--- config.mk ---
export PLATFORM = sky130hd
export DESIGN_NAME = tx_tlp_builder
export DESIGN_NICKNAME = d
export VERILOG_FILES = /design/src/rtl/tx_tlp_builder.sv
export SDC_FILE = /design/constraint.sdc
export NUM_CORES = 1
export LEC_CHECK = 0
export BUFFER_PORTS_ARGS = -buffer_cell sky130_fd_sc_hd__buf_4
export CAP_MARGIN = 30
export CORE_ASPECT_RATIO = 0.75
export CORE_UTILIZATION = 58
export DETAILED_ROUTE_END_ITERATION = 10
export GPL_ROUTABILITY_DRIVEN = 0
export GPL_TIMING_DRIVEN = 0
export HOLD_SLACK_MARGIN = 0.12
export MAX_ROUTING_LAYER = met4
export PLACE_DENSITY = 0.86
export REMOVE_ABC_BUFFERS = 1
export SLEW_MARGIN = 25
export SYNTH_ARGS = -nofsm -noshare
export SYNTH_HDL_FRONTEND = slang
export SYNTH_SLANG_ARGS = --single-unit
--- constraint.sdc ---
create_clock -name aclk -period 6.2 [get_ports aclk]
set_input_delay 1.24 -clock aclk [delete_from_list [all_inputs] [get_ports aclk]]
set_output_delay 1.24 -clock aclk [all_outputs]
set_load 0.02 [all_outputs]
--- src/rtl/tx_tlp_builder.sv ---
// tx_tlp_builder: serialises one PCIe request TLP (header then payload) as a
// DW stream from the latched request fields and a fall-through payload FIFO.
// Optional end-to-end digest DW is enabled by defining TX_TLP_DIGEST_EN.
module tx_tlp_builder #(
    parameter logic [15:0] REQUESTER_ID   = 16'h0100,
    parameter int          MAX_PAYLOAD_DW = 32,
    parameter int          TAG_WIDTH      = 5
) (
    input  logic        aclk,
    input  logic        aresetn,
    input  logic [2:0]  i_tlp_type,
    input  logic        i_addr_64,
    input  logic        i_read_write,
    input  logic        i_config_type,
    input  logic [11:0] i_byte_count,
    input  logic [31:0] i_lower_addr,
    input  logic [31:0] i_upper_addr,
    input  logic [15:0] i_dest_bdf_id,
    input  logic [9:0]  i_config_dw_number,
    input  logic        i_valid,
    input  logic [31:0] i_payload_data,
    input  logic        i_payload_empty,
    output logic        o_payload_rd_en,
    output logic        o_finished,
    output logic        o_error,
    output logic [31:0] o_tlp_data,
    output logic        o_tlp_sop,
    output logic        o_tlp_eop,
    output logic        o_tlp_valid,
    input  logic        i_tlp_ready
);

    typedef enum logic [2:0] {
        ST_IDLE     = 3'd0,
        ST_CHECK    = 3'd1,
        ST_HDR      = 3'd2,
        ST_DATA     = 3'd3,
        ST_DONE     = 3'd4,
        ST_WAIT_CLR = 3'd5,
        ST_DIGEST   = 3'd6
    } state_t;

`ifdef TX_TLP_DIGEST_EN
    localparam state_t ST_AFTER_LAST = ST_DIGEST;
    localparam logic   TD_BIT        = 1'b1;
`else
    localparam state_t ST_AFTER_LAST = ST_DONE;
    localparam logic   TD_BIT        = 1'b0;
`endif

    // Byte-enable nibble for the partial DW implied by byte_count[1:0].
    function automatic logic [3:0] be_from_rem(input logic [1:0] rem);
        case (rem)
            2'd1:    be_from_rem = 4'b0001;
            2'd2:    be_from_rem = 4'b0011;
            2'd3:    be_from_rem = 4'b0111;
            default: be_from_rem = 4'b1111;
        endcase
    endfunction

    state_t                 state_r;
    state_t                 state_nxt_s;
    logic [TAG_WIDTH-1:0]   tag_r;
    logic [2:0]             type_r;
    logic                   addr64_r;
    logic                   write_r;
    logic                   cfg1_r;
    logic [11:0]            bc_r;
    logic [29:0]            lower_r;
    logic [31:0]            upper_r;
    logic [15:0]            bdf_r;
    logic [9:0]             dwn_r;
    logic                   err_r;
    logic [1:0]             hdr_idx_r;
    logic [10:0]            cnt_r;
`ifdef TX_TLP_DIGEST_EN
    logic [31:0]            digest_r;
`endif

    logic                   is_mem_s;
    logic                   is_io_s;
    logic                   is_cfg_s;
    logic [10:0]            len_raw_s;
    logic [10:0]            len_s;
    logic                   hdr4_s;
    logic [1:0]             last_idx_s;
    logic                   hdr_last_s;
    logic [3:0]             rem_be_s;
    logic [3:0]             first_be_s;
    logic [3:0]             last_be_s;
    logic [4:0]             type5_s;
    logic [7:0]             tag8_s;
    logic [31:0]            dw0_s;
    logic [31:0]            dw1_s;
    logic [31:0]            dw2_s;
    logic [31:0]            dw3_s;
    logic [31:0]            hdr_dw_s;
    logic                   check_err_s;
    logic                   data_xfer_s;
    logic                   unused_s;

    // Address bits below DW alignment never reach the header.
    assign unused_s = ^i_lower_addr[1:0];

    assign is_mem_s    = (type_r == 3'd0);
    assign is_io_s     = (type_r == 3'd1);
    assign is_cfg_s    = (type_r == 3'd2);
    // ceil(byte_count/4); 4095 bytes rounds to 1024 which fits in 11 bits.
    assign len_raw_s   = {1'b0, bc_r[11:2]} + {10'd0, (bc_r[1:0] != 2'b00)};
    assign len_s       = !is_mem_s ? 11'd1 : ((len_raw_s == 11'd0) ? 11'd1 : len_raw_s);
    assign hdr4_s      = is_mem_s && addr64_r;
    assign last_idx_s  = hdr4_s ? 2'd3 : 2'd2;
    assign hdr_last_s  = (hdr_idx_r == last_idx_s);
    assign rem_be_s    = be_from_rem(bc_r[1:0]);
    assign first_be_s  = (len_s == 11'd1) ? rem_be_s : 4'b1111;
    assign last_be_s   = (len_s == 11'd1) ? 4'b0000 : rem_be_s;
    assign tag8_s      = {{(8-TAG_WIDTH){1'b0}}, tag_r};
    assign check_err_s = !(is_mem_s || is_io_s || is_cfg_s) ||
                         (write_r && (len_s > 11'(MAX_PAYLOAD_DW)));
    assign data_xfer_s = !i_payload_empty && i_tlp_ready;

    // Header DW assembly from the latched request fields.
    always_comb begin
        type5_s = 5'b00000;
        case (type_r)
            3'd1:    type5_s = 5'b00010;
            3'd2:    type5_s = cfg1_r ? 5'b00101 : 5'b00100;
            default: type5_s = 5'b00000;
        endcase
        // Length is 10 bits; a 1024-DW length wraps to 0 as the encoding requires.
        dw0_s = {1'b0, write_r, hdr4_s, type5_s, 8'h00, TD_BIT, 5'b00000, len_s[9:0]};
        dw1_s = {REQUESTER_ID, tag8_s, last_be_s, first_be_s};
        dw3_s = {lower_r, 2'b00};
        if (is_cfg_s) begin
            dw2_s = {bdf_r, 4'h0, dwn_r[9:6], dwn_r[5:0], 2'b00};
        end else if (hdr4_s) begin
            dw2_s = upper_r;
        end else begin
            dw2_s = {lower_r, 2'b00};
        end
        case (hdr_idx_r)
            2'd0:    hdr_dw_s = dw0_s;
            2'd1:    hdr_dw_s = dw1_s;
            2'd2:    hdr_dw_s = dw2_s;
            default: hdr_dw_s = dw3_s;
        endcase
    end

    // FSM state register.
    always_ff @(posedge aclk or negedge aresetn) begin
        if (!aresetn) begin
            state_r <= ST_IDLE;
        end else begin
            state_r <= state_nxt_s;
        end
    end

    // FSM next-state decode.
    always_comb begin
        state_nxt_s = state_r;
        case (state_r)
            ST_IDLE: begin
                if (i_valid) state_nxt_s = ST_CHECK;
                else         state_nxt_s = ST_IDLE;
            end
            ST_CHECK: begin
                if (check_err_s) state_nxt_s = ST_DONE;
                else             state_nxt_s = ST_HDR;
            end
            ST_HDR: begin
                if (i_tlp_ready && hdr_last_s) begin
                    if (write_r) state_nxt_s = ST_DATA;
                    else         state_nxt_s = ST_AFTER_LAST;
                end else begin
                    state_nxt_s = ST_HDR;
                end
            end
            ST_DATA: begin
                if (data_xfer_s && (cnt_r == 11'd1)) state_nxt_s = ST_AFTER_LAST;
                else                                 state_nxt_s = ST_DATA;
            end
            ST_DIGEST: begin
                if (i_tlp_ready) state_nxt_s = ST_DONE;
                else             state_nxt_s = ST_DIGEST;
            end
            ST_DONE: state_nxt_s = ST_WAIT_CLR;
            ST_WAIT_CLR: begin
                // Hold off until the upstream level clears so a stale request is not re-issued.
                if (!i_valid) state_nxt_s = ST_IDLE;
                else          state_nxt_s = ST_WAIT_CLR;
            end
            default: state_nxt_s = ST_IDLE;
        endcase
    end

    // FSM output decode: stream handshake, FIFO pop and completion pulses.
    always_comb begin
        o_tlp_valid     = 1'b0;
        o_tlp_data      = 32'h0000_0000;
        o_tlp_sop       = 1'b0;
        o_tlp_eop       = 1'b0;
        o_payload_rd_en = 1'b0;
        o_finished      = 1'b0;
        o_error         = 1'b0;
        case (state_r)
            ST_HDR: begin
                o_tlp_valid = 1'b1;
                o_tlp_data  = hdr_dw_s;
                o_tlp_sop   = (hdr_idx_r == 2'd0);
`ifdef TX_TLP_DIGEST_EN
                o_tlp_eop   = 1'b0;
`else
                o_tlp_eop   = !write_r && hdr_last_s;
`endif
            end
            ST_DATA: begin
                o_tlp_valid     = !i_payload_empty;
                o_tlp_data      = i_payload_data;
                o_payload_rd_en = data_xfer_s;
`ifdef TX_TLP_DIGEST_EN
                o_tlp_eop       = 1'b0;
`else
                o_tlp_eop       = (cnt_r == 11'd1);
`endif
            end
`ifdef TX_TLP_DIGEST_EN
            ST_DIGEST: begin
                o_tlp_valid = 1'b1;
                o_tlp_data  = digest_r;
                o_tlp_eop   = 1'b1;
            end
`endif
            ST_DONE: begin
                o_finished = 1'b1;
                o_error    = err_r;
            end
            default: begin
                o_tlp_valid = 1'b0;
            end
        endcase
    end

    // Request capture, header index, payload counter, tag and digest.
    always_ff @(posedge aclk or negedge aresetn) begin
        if (!aresetn) begin
            tag_r     <= '0;
            type_r    <= 3'd0;
            addr64_r  <= 1'b0;
            write_r   <= 1'b0;
            cfg1_r    <= 1'b0;
            bc_r      <= 12'd0;
            lower_r   <= 30'd0;
            upper_r   <= 32'd0;
            bdf_r     <= 16'd0;
            dwn_r     <= 10'd0;
            err_r     <= 1'b0;
            hdr_idx_r <= 2'd0;
            cnt_r     <= 11'd0;
`ifdef TX_TLP_DIGEST_EN
            digest_r  <= 32'd0;
`endif
        end else begin
            case (state_r)
                ST_IDLE: begin
                    if (i_valid) begin
                        type_r   <= i_tlp_type;
                        addr64_r <= i_addr_64;
                        write_r  <= i_read_write;
                        cfg1_r   <= i_config_type;
                        bc_r     <= i_byte_count;
                        lower_r  <= i_lower_addr[31:2];
                        upper_r  <= i_upper_addr;
                        bdf_r    <= i_dest_bdf_id;
                        dwn_r    <= i_config_dw_number;
                    end
                end
                ST_CHECK: begin
                    err_r     <= check_err_s;
                    hdr_idx_r <= 2'd0;
`ifdef TX_TLP_DIGEST_EN
                    digest_r  <= 32'd0;
`endif
                end
                ST_HDR: begin
                    if (i_tlp_ready) begin
                        hdr_idx_r <= hdr_idx_r + 2'd1;
                        cnt_r     <= len_s;
`ifdef TX_TLP_DIGEST_EN
                        digest_r  <= digest_r ^ hdr_dw_s;
`endif
                    end
                end
                ST_DATA: begin
                    if (data_xfer_s) begin
                        cnt_r    <= cnt_r - 11'd1;
`ifdef TX_TLP_DIGEST_EN
                        digest_r <= digest_r ^ i_payload_data;
`endif
                    end
                end
                ST_DONE: begin
                    // Only TLPs that actually went out consume a tag.
                    if (!err_r) tag_r <= tag_r + {{(TAG_WIDTH-1){1'b0}}, 1'b1};
                end
                default: begin
                    cnt_r <= cnt_r;
                end
            endcase
        end
    end

endmodule

==> flow_metrics.py <==
metrics = {
    "run_status": {
        "status": "finished, final reports clean",
    },
    "logic_synthesis": {
        "synthXorXnorAreaFrac_pct": 1.86,
        "synth_adder_area_share_pct": 2.30,
        "ys_ff_latch": 128,
        "avgSynthCellArea_um2": 10.5,
        "synth-async-reset-ratio_pct": 100,
        "ys_types": 61,
        "netlist_area_um2": 7070,
        "yosys_warnings": 0,
        "synth.largest_area_cell": "dfrtp_1",
        "synth_top_family_by_area": "multiplexers",
        "synth_edf_count": 0,
        "synthFlopType": "dfrtp_1",
        "yosys.area_share.simple_pct": 11.9,
        "synth_top_area_share_pct": 45.3,
        "synthTopCellsByArea": "dfrtp_1 (45%), mux2_2 (16%), o21ai_0 (4.2%)",
        "netlist_instances": 672,
        "yosysMostFrequentCell": "dfrtp_1",
        "synthTopCellsByCount": "dfrtp_1 (128), mux2_2 (103), o21ai_0 (60)",
        "muxShareOfSynthArea_pct": 18.4,
        "synth_compound_area_share_pct": 16.3,
        "synth-seq-area-share_pct": 45.3,
    },
    "grt": {
        "use_met2_pct": 57.9,
        "grt_pass1_vias": 6623,
        "antenna_found_initial": 0,
        "grt_busiest_layer": "met2",
        "gr-total-overflow": 0,
        "grtUsageMet3_pct": 8.20,
        "grt_first_pass_wirelength_mm": 33.7,
        "grt_usage_pct": 35.9,
        "grt_max_degree": 74,
        "use_met1_pct": 44.3,
    },
    "clock_network": {
        "max-clock-path-buffers": 2,
        "cts_root_buf": "clkbuf_16",
        "post_cts_buffers": 0,
        "numCtsBuffers": 17,
        "post_cts_resized": 0,
        "path_clk_slew_ns": 0.06,
        "cts.sinks": 128,
        "cts_tree": "built",
        "htree_levels": 4,
        "hold_buffers": 0,
        "clk_latency_ns": 0.42,
    },
    "sta": {
        "period_share_pct": 75.3,
        "setup-tns-final_ns": 0,
        "tightest_slew_ns": 0.973,
        "finalHoldViolations": 0,
        "fmax_mhz": 214,
        "relSlewSlack_pct": 34.9,
        "fin_crit_ns": 4.67,
        "slew_violations": 0,
        "rsz0062_at_grt": "no",
        "finalClockSkew_ns": 0.00657,
        "finalSetupViolations": 0,
    },
    "worst_hold_path": {
        "hold_path_class": "register to register",
        "min_to": "lower_r[11]$_DFFE_PN0P_",
        "holdCritStartpoint": "lower_r[11]$_DFFE_PN0P_",
        "whs_path_depth": 1,
    },
    "detailed_routing": {
        "vias_per_cell": 6.28,
        "drtIter0Drc": 783,
        "routed_wl_mm": 20.8,
        "wire_per_inst_um": 20.6,
        "dr_total_vias": 6320,
        "drc": 0,
        "ant_nets": 0,
        "first_pass_iters": 6,
    },
    "finish": {
        "num_antenna_cells": 0,
        "syn2layout_area_growth_pct": 28.8,
        "final_layout_size_suffix_gt1_share_pct": 39.8,
        "finalInstanceArea_um2": 9110,
        "nFillCells": 752,
        "fin_nets": 990,
    },
    "setup_path": {
        "cpMaxStageDelayCell": "o41a_1",
        "crit_type": "register to primary output",
        "cp_max_fo": 7,
        "rrSetupSlack_ns": 3.28,
        "r2r_end": "state_r[2]$_DFF_PN0_",
        "crit_chain": "inv_1 -> ha_1 -> inv_1 -> ha_1 -> ha_1 -> nand3_2 -> xor2_1 -> nand3_1 -> o41a_1 -> a21oi_4 -> o22ai_1 -> buf_4",
        "critical_path_required_ns": 4.96,
        "r2r-start": "bc_r[0]$_DFFE_PN0P_",
        "cp-start-kind": "register",
        "arrival_ns": 3.43,
        "cpMostUsedCell": "ha_1",
        "cp-end-kind": "primary output",
        "slowest_delay_ns": 0.50,
        "rr_worst_depth": 11,
    },
    "pwr": {
        "ir_drop_mv": 0.254,
        "powerDensity_nw_per_um2": 467,
        "power_leakage_nw": 3.91,
    },
    "floorplanning": {
        "die_height_um": 97.6,
        "num_io_pins": 183,
        "initial_core_util_pct": 60.2,
        "core_area_um2": 11700,
        "die_x_um": 130,
        "dieArea_um2": 12600,
        "fp-row-count": 34,
    },
    "place": {
        "port_buffers": 180,
        "dp_hpwl_mm": 14.2,
        "placed_cell_area_um2": 8540,
    },
    "run": {
        "cap_violations": 0,
    },
}
cell type report:
cell class / instances / area [µm²] / share of cell area, %
Clock buffer: 21 / 450 / 4.95
Tap cell: 162 / 203 / 2.23
Timing Repair Buffer: 187 / 1470 / 16.2
Sequential cell: 128 / 3200 / 35.2
Clock inverter: 11 / 115 / 1.26
Multi-Input combinational cell: 487 / 3620 / 39.8
Inverter: 11 / 41.3 / 0.453
kinds of logic (layout without fill, tap and decap cells):
family | Yosys count | after routing
AOI/OAI and AO/OA | 173 | 173
xor gates and xnor gates | 15 | 15
adders and majority gates | 13 | 13
buffers and inverters | 57 | 230
DFF | 128 | 128
muxes | 117 | 117
and+or+nand+nor | 169 | 169
worst max-delay path: cells and delay by family (launching register included):
| kind | cells | cell delay [ns] |
|---|---|---|
| adders and majority gates | 3 | 0.70 |
| and+or+nand+nor | 2 | 0.22 |
| buffers and inverters | 3 | 0.33 |
| xor gates and xnor gates | 1 | 0.42 |
| AOI/OAI and AO/OA | 3 | 0.97 |
| DFF | 1 | 0.36 |
power breakdown:
part / internal [W] / total (W) / switching [W] / leakage [nW]
logic: 0.000808 / 0.00165 / 0.000840 / 2.10
clock network: 0.000597 / 0.000975 / 0.000378 / 0.269
registers: 0.00125 / 0.00163 / 0.000379 / 1.54
total: 0.00265 / 0.00425 / 0.00160 / 3.91
sequential cells by signal, summed over array words and instances, names as in the netlist:
signal     flops
state_r        3
addr64_r       1
cfg1_r         1
hdr_idx_r      2
lower_r       30
bdf_r         16
dwn_r         10
write_r        1
tag_r          5
bc_r          12
cnt_r         11
upper_r       32
type_r         3
err_r          1
stage by stage:
stage          power, W  cells  utilization (%)  hold WS, ns  worst slack [ns]
3_3_place_gp    0.00308    968             71.5        0.476             0.659
3_5_place_dp    0.00321    975             72.7        0.497              2.03
5_1_grt         0.00447   1007             77.6        0.528              1.33
2_1_floorplan   0.00267    626                -        0.446              1.74
6_report        0.00425   1007             77.6        0.509              1.53
4_1_cts         0.00422   1007             77.5        0.510              1.56
how the worst max path moves through the flow:
stage / slack, ns / end / cells after the start / start
6_report: 1.53 / o_tlp_data[7] / 12 / bc_r[0]$_DFFE_PN0P_
5_1_grt: 1.33 / o_tlp_data[7] / 12 / bc_r[0]$_DFFE_PN0P_
4_1_cts: 1.56 / o_tlp_data[7] / 12 / bc_r[0]$_DFFE_PN0P_
3_5_place_dp: 2.03 / o_tlp_data[7] / 12 / bc_r[0]$_DFFE_PN0P_
3_3_place_gp: 0.66 / upper_r[19]$_DFFE_PN0P_ / 4 / i_valid
2_1_floorplan: 1.74 / addr64_r$_DFFE_PN0P_ / 3 / i_valid
cells in the final DEF, fill, tap and decap left out, drive strengths merged, types with 4 or more instances in the layout:
cell      count
xnor2         8
nand2        58
buf         187
nor2         35
a22o          4
clkinv        5
nand2b        4
and2         16
a221o         7
inv          11
a221oi        5
nand3        18
ha           13
nor2b         9
mux2        103
nand4         4
nor3b         6
o21ai        65
a222oi        5
a22oi        26
dfrtp       128
clkbuf       21
a21oi        27
mux2i        14
a31oi         6
xor2          7
o22ai         4
clkinvlp      4
nor3          7
layer usage:
layer,vias up,routed length [µm]
met5,-,0
met4,0,650
met3,64,1820
met2,384,10200
met1,3088,8130
li1,2784,-
Power figures use the tool's default switching activity.
